$ cat src/rtl/imem_loader.sv
// Byte-stream to instruction-memory writer: packs big-endian bytes into words, one write per word.
// we pulses the cycle after a word's 4th byte; in_ready is high only while receiving, so the stream stalls during writes and when idle.
module imem_loader #(
    parameter int              DEPTH     = 8192,
    parameter int              BITS      = 32,
    parameter int              WIDTH     = 32,
    parameter logic [BITS-1:0] BASE_ADDR = '0
) (
    input  logic             clk,
    input  logic             rst_n,
    input  logic             start,
    input  logic [BITS-1:0]  num_words,
    input  logic             in_valid,
    input  logic [7:0]       in_data,
    output logic             in_ready,
    output logic             we,
    output logic [BITS-1:0]  waddr,
    output logic [WIDTH-1:0] wdata,
    output logic             busy,
    output logic             cpu_hold,
    output logic             done,
    output logic             error,
    output logic [BITS-1:0]  words_written
);

    typedef enum logic [1:0] {IDLE, RECV, WRITE, DONE} state_t;

    localparam logic [BITS-1:0] DEPTH_W = BITS'(DEPTH);

    state_t           state, state_nxt;
    logic [1:0]       byte_cnt;
    logic [WIDTH-9:0] sr;
    logic [BITS-1:0]  num_words_q;
    logic [BITS-1:0]  words_inc;
    logic             start_acc;
    logic             byte_acc;
    logic             last_byte;
    logic             size_zero;
    logic             size_over;

    assign start_acc = start && (state == IDLE || state == DONE);
    assign byte_acc  = in_valid && in_ready;
    assign last_byte = byte_acc && (byte_cnt == 2'd3);
    assign size_zero = (num_words == '0);
    assign size_over = (num_words > DEPTH_W);
    assign words_inc = words_written + BITS'(1);

    always_ff @(posedge clk or negedge rst_n) begin
        if (!rst_n) begin
            state <= IDLE;
        end else begin
            state <= state_nxt;
        end
    end

    always_comb begin
        state_nxt = state;
        case (state)
            IDLE, DONE: begin
                if (start_acc) begin
                    state_nxt = (size_zero || size_over) ? DONE : RECV;
                end
            end
            RECV: begin
                if (last_byte) begin
                    state_nxt = WRITE;
                end
            end
            WRITE: begin
                state_nxt = (words_inc == num_words_q) ? DONE : RECV;
            end
            default: state_nxt = IDLE;
        endcase
    end

    always_comb begin
        in_ready = 1'b0;
        we       = 1'b0;
        busy     = 1'b0;
        cpu_hold = 1'b0;
        case (state)
            RECV: begin
                in_ready = 1'b1;
                busy     = 1'b1;
                cpu_hold = 1'b1;
            end
            WRITE: begin
                we       = 1'b1;
                busy     = 1'b1;
                cpu_hold = 1'b1;
            end
            default: ;
        endcase
    end

    // waddr/wdata are captured with the 4th byte so they are stable throughout WRITE and hold afterwards.
    always_ff @(posedge clk or negedge rst_n) begin
        if (!rst_n) begin
            byte_cnt      <= '0;
            sr            <= '0;
            num_words_q   <= '0;
            words_written <= '0;
            waddr         <= '0;
            wdata         <= '0;
            done          <= 1'b0;
            error         <= 1'b0;
        end else begin
            if (start_acc) begin
                num_words_q   <= num_words;
                words_written <= '0;
                byte_cnt      <= '0;
                sr            <= '0;
                done          <= size_zero || size_over;
                error         <= size_over;
            end
            if (byte_acc) begin
                sr       <= {sr[WIDTH-17:0], in_data};
                byte_cnt <= byte_cnt + 2'd1;
                if (last_byte) begin
                    waddr <= BASE_ADDR + {words_written[BITS-3:0], 2'b00};
                    wdata <= {sr, in_data};
                end
            end
            if (state == WRITE) begin
                words_written <= words_inc;
                byte_cnt      <= '0;
                done          <= (words_inc == num_words_q);
            end
        end
    end

endmodule

$ cat config.mk
export PLATFORM = sky130hd
export DESIGN_NAME = imem_loader
export DESIGN_NICKNAME = d
export VERILOG_FILES = /design/src/rtl/imem_loader.sv
export SDC_FILE = /design/constraint.sdc
export NUM_CORES = 1
export LEC_CHECK = 0
export ABC_AREA = 1
export ABC_CLOCK_PERIOD_IN_PS = 2700
export BUFFER_PORTS_ARGS = -buffer_cell sky130_fd_sc_hd__buf_2
export CAP_MARGIN = 20
export CORE_MARGIN = 2
export CORE_UTILIZATION = 55
export DETAILED_ROUTE_END_ITERATION = 12
export MAX_ROUTING_LAYER = met4
export PLACE_DENSITY = 0.81
export RECOVER_POWER = 25
export SYNTH_ARGS = -nofsm -noshare
export SYNTH_HDL_FRONTEND = slang
export SYNTH_SLANG_ARGS = --single-unit
export TNS_END_PERCENT = 30
$ cat constraint.sdc
create_clock -name clk -period 2.7 [get_ports clk]
set_input_delay 0.135 -clock clk [delete_from_list [all_inputs] [get_ports clk]]
set_output_delay 0.135 -clock clk [all_outputs]
set_load 0.01 [all_outputs]
==> results.yml <==
routing:
  dr.first_iter.drc_count: 669
  route.antenna.remaining_nets: 0
  dr_wl_met2_um: 9836
  wl_per_cell_um: 15.85
  avgViaCountPerCell: 5.347
  route.met3.wl_um: 1557
  wl_met1_um: 9329
  top_layer: "met4"
  finalWirelength_um: 21190
  drc: 0
  drtPass1Iterations: 6
  route.vias.total: 7149
power:
  ir_worst_vdd_mv: 0.5803
  power.density_mw_per_mm2: 874.9
  p_leak_nw: 4.639
  finalPower_mw: 8.207
clock_tree:
  ctsHoldBuffers: 34
  clock_sinks: 156
  clock_latency_ns: 0.43
  path_clk_slew_ns: 0.06
  root_buffer: "clkbuf_16"
  cts_buffers: 17
  cts_setup_buffers: 0
  cts_buffer_depth: 2
  cts_tree: "yes"
  ctsHtreeMaxLevel: 4
  cts_resized: 0
critical_path:
  r2r-end: "done"
  regToRegSetupSlack_ns: 0.36
  start_kind: "flip-flop"
  critPathKind: "flip-flop to flip-flop"
  r2r-start: "words_written[0]"
  critPathArrivalTime_ns: 2.70
  end_kind: "flip-flop"
  worst-path-max-fanout: 8
  crit_required_ns: 3.06
  r2r_cells: 17
global_routing:
  antenna_found_initial: 0
  grt_usage: 0.3088
  grt_max_degree: 125
  grt_pass1_vias: 6680
  grt_overflow: 0
  grt_pass1_wl_um: 33840
synth:
  avgSynthCellArea_sq_um: 7.804
  yosysSeqAreaShare: 0.5136
  ys_warn_count: 0
  synthCells: 974
  synth_seq_cells: 156
  yosysUniqueCellTypes: 30
  syn-cell-area_sq_mm: 0.007601
place:
  place.port_buffers: 143
  gp_congestion: 0.9838
  dp_cells: 1272
  dp_hpwl_um: 15190
floorplan:
  rows: 42
  core_area_sq_mm: 0.01335
  io_pins: 146
  start_util: 0.5695
  die_area_sq_mm: 0.01478
  die_w_um: 121.6
  die_y_um: 121.6
timing:
  max_slew_margin: -0.08845
  setup_viol: 0
  fin_crit_sh: 0.8673
  hold_viol: 0
  rsz0062_at_grt: "no"
  finClkSkew_ns: 0.007799
  fmax_ghz: 0.4271
  drv_slew: 64
  min_period_ns: 2.342
  fin_tns_setup_ns: 0
  tightestPinTransition_ns: 1.633
cells_and_area:
  drive_above_1_share: 0.1464
  fill_cells: 1117
  layout_common_cells: "nand2_1, dfrtp_1, inv_1"
  fin_nets: 1198
  fin_cells: 1337
  antenna_cells: 0
  mostFrequentLayoutCell: "nand2_1"
  areaGrowthSynthToFinish_pct: 23.42
worst_hold_path:
  min_from: "num_words[31]"
  holdPathStages: 3
  min_to: "num_words_q[31]"
  hold_path_class: "input pin to flip-flop"
status:
  outcome: "finished with violations"
  violations: "max-capacitance violations, max-slew violations"
flow_run:
  cap_violations: 1
## Yosys cell counts (all sizes together)
master  instances  area [sq um]
o21a            1         7.510
or2             1         6.260
nor2           82         392.9
o21ai         112         560.5
nand2         311          1205
a31oi           1         6.260
conb            1         3.750
ha              5         62.56
buf             5         33.78
clkbuf         28         105.1
nand3          76         385.4
a21oi           3         15.01
nor4            2         12.51
inv           122         457.9
and2            1         6.260
nor3            1         5.000
nand4           8         50.05
o22ai          44         275.3
dfrtp         156          3904
nand3b         13         97.59
xnor2           1         8.760
## state kept, by name, summed over array words and instances (netlist names)
signal	count
wdata	32
waddr	30
byte_cnt	2
num_words_q	32
error	1
sr	24
words_written	32
done	1
state	2
## logic make-up after synthesis
logic type,Yosys count,share of synthesized area
other,1,0.0004934
DFF,156,0.5136
buffers and inverters,155,0.07852
AOI/OAI and AO/OA,161,0.1137
xor gates and xnor gates,1,0.001152
and+or+nand+nor,495,0.2843
adders and majority gates,5,0.008230
## metrics by stage
stage | utilization | hold slack (ns) | setup WS, ns | area [sq um]
finish | 0.7029 | 0.009888 | 0.3584 | 9382
global route | 0.7029 | 0.01552 | 0.1747 | 9382
CTS | 0.7072 | 0.003286 | 0.3986 | 9439
detailed placement | 0.6380 | 0.1629 | 0.4138 | 8516
global placement | 0.6380 | 0.1631 | 0.4845 | 8516
floorplan | - | -0.1606 | 0.7426 | 7605
## critical path, stage by stage, from the launching register on
cell and delay [ns]:
dfrtp_1 0.45, ha_1 0.24, nand2_2 0.14, nor2_8 0.19
nand2_4 0.11, nand2_1 0.08, nand2_1 0.11, nand2_1 0.09
nand2_1 0.07, nor2_1 0.17, nand2_1 0.08, nor2_1 0.09
nand2_1 0.08, nor2_2 0.09, nand3_2 0.11, nand2_1 0.08
nand2_1 0.04, nand2_1 0.06
## worst max-delay path by stage
stage / start / endpoint / slack (ns) / cells past startpoint
finish: words_written[0] / done / 0.36 / 17
detailed placement: words_written[0] / done / 0.41 / 17
floorplan: words_written[0] / done / 0.74 / 17
global placement: words_written[0] / done / 0.48 / 17
CTS: words_written[0] / done / 0.40 / 17
global route: words_written[0] / done / 0.17 / 17
## cell type report
type / count / area, sq um / share of cell area
Sequential cell: 156 / 3904 / 0.4161
Multi-Input combinational cell: 664 / 3117 / 0.3322
Clock buffer: 19 / 442.9 / 0.04721
Clock inverter: 12 / 140.1 / 0.01494
Inverter: 122 / 457.9 / 0.04881
Tap cell: 176 / 220.2 / 0.02347
Timing Repair Buffer: 188 / 1100 / 0.1172
## layer usage
metal  GRT usage  vias to the layer above
met4      0.1106                        0
li1            -                     3477
met2      0.4730                      316
met3     0.05056                       42
met1      0.4207                     3314
met5           -                        -
## power breakdown
| group | switching [mW] | leakage (nW) | internal, mW |
|---|---|---|---|
| clock | 0.967 | 0.276 | 1.39 |
| combinational | 1.65 | 2.27 | 0.868 |
| sequential | 0.416 | 2.10 | 2.92 |
| total | 3.03 | 4.64 | 5.17 |
Note: power is estimated with default switching activity, not from simulation.
